<file path="src/rtl/fetch_stage.sv">
// MIPS instruction fetch: owns the PC and fills IF/ID one edge after the PC presents an address.
// Stall holds PC and IF/ID; redirect wins over stall; PC past the end of instruction memory parks fetch in HALT.
module fetch_stage #(
    parameter logic [31:0] RESET_PC = 32'd100,
    parameter logic [31:0] PC_LIMIT = 32'd16384
) (
    input  logic        clk,
    input  logic        rst,
    output logic [31:0] pc,
    input  logic [31:0] instruction,
    input  logic        stall,
    input  logic        flush,
    input  logic        redirect_valid,
    input  logic [31:0] redirect_pc,
    output logic [31:0] if_id_instr,
    output logic [31:0] if_id_pc4,
    output logic        if_id_valid,
    output logic        halted,
    output logic [31:0] fetch_count
);

    localparam logic [31:0] LAST_PC = PC_LIMIT - 32'd4;

    typedef enum logic {RUN = 1'b0, HALT = 1'b1} state_t;

    state_t      state;
    state_t      state_nxt;
    logic [31:0] pc_plus4;
    logic [31:0] target;
    logic        at_end;

    assign pc_plus4 = pc + 32'd4;
    assign target   = redirect_pc & ~32'd3;
    assign at_end   = pc_plus4 > LAST_PC;

    always_ff @(posedge clk) begin
        if (rst) begin
            state <= RUN;
        end else begin
            state <= state_nxt;
        end
    end

    always_comb begin
        state_nxt = state;
        if (redirect_valid) begin
            state_nxt = (target > LAST_PC) ? HALT : RUN;
        end else if (state == RUN && !stall && at_end) begin
            state_nxt = HALT;
        end
    end

    always_comb begin
        halted = (state == HALT);
    end

    always_ff @(posedge clk) begin
        if (rst) begin
            pc          <= RESET_PC;
            if_id_instr <= 32'd0;
            if_id_pc4   <= 32'd0;
            if_id_valid <= 1'b0;
            fetch_count <= 32'd0;
        end else if (redirect_valid) begin
            // Wrong-path word is squashed; pc4 is don't-care for a bubble and simply holds.
            pc          <= target;
            if_id_instr <= 32'd0;
            if_id_valid <= 1'b0;
        end else if (state == HALT) begin
            if_id_instr <= 32'd0;
            if_id_valid <= 1'b0;
        end else if (stall) begin
            if (flush) begin
                if_id_instr <= 32'd0;
                if_id_valid <= 1'b0;
            end
        end else begin
            if_id_instr <= flush ? 32'd0 : instruction;
            if_id_pc4   <= pc_plus4;
            if_id_valid <= ~flush;
            if (!flush) begin
                fetch_count <= fetch_count + 32'd1;
            end
            // The last in-range word is latched but pc parks on it.
            if (!at_end) begin
                pc <= pc_plus4;
            end
        end
    end

endmodule

</file>
<file path="config.mk">
export PLATFORM = sky130hd
export DESIGN_NAME = fetch_stage
export DESIGN_NICKNAME = d
export VERILOG_FILES = /design/src/rtl/fetch_stage.sv
export SDC_FILE = /design/constraint.sdc
export NUM_CORES = 1
export LEC_CHECK = 0
export ABC_AREA = 1
export CORE_AREA = 2 2 121 123
export DETAILED_ROUTE_END_ITERATION = 16
export DIE_AREA = 0 0 123 125
export PLACE_DENSITY = 0.91
export SYNTH_ARGS = -nofsm -noshare
export SYNTH_HDL_FRONTEND = slang
export SYNTH_SLANG_ARGS = --single-unit
</file>
<file path="constraint.sdc">
create_clock -name clk -period 3.1 [get_ports clk]
set_input_delay 0.93 -clock clk [delete_from_list [all_inputs] [get_ports clk]]
set_output_delay 0.93 -clock clk [all_outputs]
set_load 0.02 [all_outputs]
</file>
Word-level counts from Yosys, hierarchy flattened
Cells that the tools add are included.

word-level totals
  word-level logic and storage cells = 42
  register bits after elaboration = 130

operators by class
  reductions and logical operators = 10
  equal/unequal tests = 4
  bitwise logic cells = 5
  magnitude comparators = 2
  muxes and demuxes = 12
  add/subtract/negate cells = 2

operator list
  cell                                                   count
  two-way mux 32 bit                                     7
  > comparator 32 x 14 -> 1 bit, second input constant   2
  adder 32 x 1 -> 32 bit, second input constant          1
  adder 32 x 3 -> 32 bit, second input constant          1
  AND reduction 3 bit                                    3
  two-way mux 1 bit                                      5
  inverter 1 bit                                         5
  inequality test 2 x 1 -> 1 bit, second input constant  2
  inequality test 2 bit, second input constant           2
  AND reduction 4 bit                                    1
  OR reduction 3 bit                                     1
  logical AND 1 bit                                      2
  nonzero test 2 bit                                     1
  OR reduction 2 bit                                     1
  zero test 1 bit                                        1

Longest topological paths before layout
  word-level depth = 6
  mapped depth = 17
  mapped depth without buffers = 16

Worst setup path after synthesis
Ideal clock, no wire load.

  kind = input to register
  start point = input stall
  end point = register fetch_count[25]
  buffers on the path = 1
  library setup time = 0.070 ns
  cell stages on the path = 14
  data arrival time = 2.563 ns
  slack = 0.467 ns
  path through = buf_2 -> nor2_4 -> nand2_4 -> nor2_4 -> nand2_1 -> nor3_2 -> nand2_1 -> nor2_2 -> nand2_1 -> nor2_1 -> nand2_1 -> nor2_1 -> o21ai_0 -> a21oi_1

on the way
  word-level cells in the longest chain between the ends = 2

RTL lines
  item                                  line  source
  start: declaration                    11    input logic stall,
  inverter 1 bit (no source line)       --
  AND reduction 4 bit (no source line)  --
  end signal: assignment                82    fetch_count <= fetch_count + 32'd1;
  end: declaration                      19    output logic [31:0] fetch_count

No other way between the ends.
A chain may end at the register's enable or synchronous reset.

Worst setup path after layout
  start point = register pc[9]
  end point = register pc[23]

on the way
  word-level cells in the longest chain between the ends = 5
  elaborated cells between the ends (all ways) = 8

RTL lines
  item                                                                                   line  source
  start: declaration                                                                     9     output logic [31:0] pc,
  start signal: assignment                                                               66    pc <= target;
  start signal: assignment                                                               86    pc <= pc_plus4;
  adder 32 x 3 -> 32 bit (*)                                                             32    assign pc_plus4 = pc + 32'd4;
  parallel branches: the longest is 4 deep, another holds > comparator 32 x 14 -> 1 bit  --

Every way passes the cells marked *. The select of a mux whose other input is x is not followed.

==> impl_metrics.py <==
metrics = {
    "outcome": {
        "status": "finished, final reports clean",
    },
    "setup_path": {
        "worst_path_max_delay_cell": "dfxtp_1",
        "crit_fanout": 20,
        "worst_path_largest_cell_delay_ps": 440,
        "r2r_end": "pc[23]$_SDFFE_PP0P_",
        "reg2reg_from": "pc[9]$_SDFFE_PP0P_",
        "end_kind": "flip-flop",
        "critPathRequiredTime_ps": 3410,
        "r2r_slack_ps": 380,
        "crit_chain": "nand2_1 -> nor2_1 -> nand2_1 -> nor2_1 -> nand2_1 -> nand2_1 -> nand2_1 -> nor2_1 -> nand2_1 -> nor2_4 -> nand4_4 -> nand2_2 -> inv_2 -> nor2_1 -> nor2_1",
        "cp.arrival_ps": 3030,
        "crit_family": "simple AND/OR/NAND/NOR gates",
        "rr_worst_depth": 15,
        "cp_common_cell": "nand2_1",
        "path_class": "flip-flop to flip-flop",
        "critPathBufInv": 1,
        "crit_path_start_kind": "flip-flop",
    },
    "sta": {
        "drv_slew": 0,
        "fin_crit_ps": 2720,
        "relSlewSlack_pct": 60.3,
        "tns_ps": 0,
        "hold_viol_final": 0,
        "fmax_ghz": 0.368,
        "setup_violations": 0,
        "tightest_slew_ps": 591,
        "finClkSkew_ps": 8.58,
        "rsz0062_at_grt": "false",
        "holdWs_ps": 463,
        "period_share_pct": 87.7,
    },
    "cells_and_area": {
        "multi_input_area_um2": 3420,
        "final_cell_mix": "nand2_1 (231), clkdlybuf4s50_1 (191), nor2_1 (128)",
        "regArea_um2": 2520,
        "design_area_um2": 9220,
        "fillers": 1271,
        "syn2layout_area_growth_pct": 41.6,
        "mostFrequentLayoutCell": "nand2_1",
        "layout-drive-gt1-share_pct": 7.83,
        "fin_nets": 1247,
    },
    "worst_hold_path": {
        "min_delay_path_depth": 2,
        "worstHoldPathType": "flip-flop to flip-flop",
        "hold_path.startpoint": "if_id_pc4[26]$_SDFFE_PP0P_",
        "whs_endpoint": "if_id_pc4[26]$_SDFFE_PP0P_",
    },
    "floorplanning": {
        "core_area_um2": 14200,
        "core.rowCount": 44,
        "initial_utilization_pct": 45.9,
        "die_w_um": 123,
        "die_y_um": 125,
        "die_area_um2": 15400,
        "pin_count": 199,
    },
    "global_routing": {
        "grt_usage_pct": 27.0,
        "grt_pass1_vias": 6821,
        "grt.overflow.total": 0,
        "grt_max_degree": 66,
        "antenna_found_initial": 0,
        "grt_pass1_wl_um": 33100,
    },
    "power": {
        "ir_worst_vdd_uv": 365,
        "cellPowerDensity_nw_per_um2": 460,
        "p_leak_nw": 3.65,
    },
    "cts": {
        "holdBufCountCts": 0,
        "clk_latency_ps": 420,
        "root_buffer": "clkbuf_16",
        "clk_path_buf_depth": 2,
        "clkSlewWorstSetupHoldPaths_ps": 60,
        "numClockSinks": 126,
        "cts_tree": "yes",
        "cts_setup_buffers": 0,
        "ctsResizeCount": 0,
        "cts_made_buffers": 17,
        "ctsHtreeMaxLevel": 4,
    },
    "route": {
        "avgViaCountPerCell": 5.25,
        "drt-wirelength-per-cell_um": 14.8,
        "vias": 7213,
        "drtIter0Drc": 555,
        "ant_nets": 0,
        "wl_um": 20400,
        "drc": 0,
        "first_pass_iters": 5,
    },
    "placement": {
        "gp_congestion": 0.958,
        "numPortBuffers": 192,
        "hpwlAfterDp_um": 15000,
        "place_area_um2": 8650,
    },
    "synthesis": {
        "yosysWarningCount": 0,
        "synth_seq_area_share_pct": 38.7,
        "syn_avg_cell_area_um2": 6.61,
        "syn_inst": 985,
        "yosysUniqueCellTypes": 38,
        "syn_area_um2": 6510,
        "ys_ff_latch": 126,
    },
    "job": {
        "maxCapViolCount": 0,
    },
}
## cell usage after synthesis
cell | n | area (um^2)
nor2_1 | 128 | 480
nand2_2 | 5 | 31.3
ha_1 | 3 | 37.5
xnor2_1 | 6 | 52.6
nand2_4 | 1 | 11.3
a211oi_1 | 4 | 30.0
nor3_1 | 11 | 55.1
buf_2 | 4 | 20.0
nand4_4 | 1 | 21.3
nor3_2 | 2 | 20.0
a31oi_1 | 1 | 6.26
buf_1 | 8 | 30.0
nor2_4 | 8 | 90.1
nor4_1 | 11 | 68.8
inv_1 | 90 | 338
nand2_1 | 231 | 867
o21a_1 | 4 | 30.0
buf_6 | 2 | 22.5
and2_1 | 1 | 6.26
nor3b_1 | 2 | 15.0
nand3b_1 | 2 | 15.0
buf_4 | 4 | 30.0
o21ai_1 | 2 | 10.0
nand4_1 | 18 | 113
conb_1 | 1 | 3.75
o21ai_0 | 38 | 190
a21oi_1 | 75 | 375
clkbuf_1 | 31 | 116
dfxtp_1 | 126 | 2520
o211ai_1 | 7 | 52.6
a221oi_1 | 1 | 8.76
or2_2 | 4 | 25.0
nand3_1 | 126 | 631
nand3_2 | 2 | 20.0
nor2_2 | 7 | 43.8
xor2_1 | 11 | 96.3
inv_2 | 6 | 22.5
clkinv_1 | 1 | 3.75
## area by class of cell
| cell class | instances | area share (%) |
|---|---|---|
| Antenna cell | 1 | 0.0271 |
| Clock buffer | 18 | 4.65 |
| Clock inverter | 14 | 1.51 |
| Inverter | 97 | 3.95 |
| Multi-Input combinational cell | 716 | 37.1 |
| Sequential cell | 126 | 27.4 |
| Tap cell | 184 | 2.50 |
| Timing Repair Buffer | 217 | 23.0 |
## logic make-up after synthesis
family | count (synthesis) | share of synthesized area, %
and+or+nand+nor | 560 | 38.6
adders and majority gates | 3 | 0.576
buffers and inverters | 146 | 8.95
DFF | 126 | 38.7
other | 1 | 0.0576
AOI/OAI and AO/OA | 132 | 10.8
xor gates and xnor gates | 17 | 2.29
## through the flow
stage | total power [mW] | util [%] | cells | worst slack (ps)
after floorplan | 2.09 | - | 988 | 467
after global placement | 2.36 | 60.9 | 1340 | 46.4
after detailed placement | 2.37 | 60.9 | 1340 | 3.32
after CTS | 4.27 | 64.9 | 1372 | 440
after global routing | 4.41 | 64.9 | 1372 | 142
final | 4.24 | 64.9 | 1373 | 381
## where the power goes
part | internal, mW | leakage, nW | switching (mW)
Sequential | 1.67 | 1.03 | 0.0573
Combinational | 0.265 | 2.36 | 0.346
Clock | 1.11 | 0.263 | 0.788
## metal layers
layer / track usage [%] / vias to the layer above / part of all wire, %
met5: 0 / - / 0
met4: 14.2 / 0 / 4.2
met3: 7.94 / 63 / 9.7
met2: 41.4 / 329 / 45
met1: 34.0 / 3234 / 41
li1: - / 3587 / -
## sequential cells by signal, indices dropped and copies added (netlist names)
name,count
if_id_instr,32
halted,1
fetch_count,32
if_id_pc4,30
if_id_valid,1
pc,30
## worst register-to-register path, stage by stage (launching register included)
cell     delay (ps)
dfxtp_1         440
nand2_1         170
nor2_1          230
nand2_1          90
nor2_1          270
nand2_1          90
nand2_1          70
nand2_1          80
nor2_1          100
nand2_1         150
nor2_4          240
nand4_4         130
nand2_2         140
inv_2           200
nor2_1          160
nor2_1           50
## worst max-delay path by stage
stage                       startpoint                      endpoint  slack [ps]  depth (start not counted)
floorplan                        stall  fetch_count[25]$_SDFFE_PP0P_         470                         14
global placement                 stall  fetch_count[24]$_SDFFE_PP0P_          50                         13
detailed placement               stall  fetch_count[24]$_SDFFE_PP0P_           3                         13
CTS                              stall  fetch_count[24]$_SDFFE_PP0P_         440                         13
global route                     stall  fetch_count[24]$_SDFFE_PP0P_         140                         13
finish              pc[9]$_SDFFE_PP0P_           pc[23]$_SDFFE_PP0P_         380                         15
Note: power is estimated with default switching activity, not from simulation.
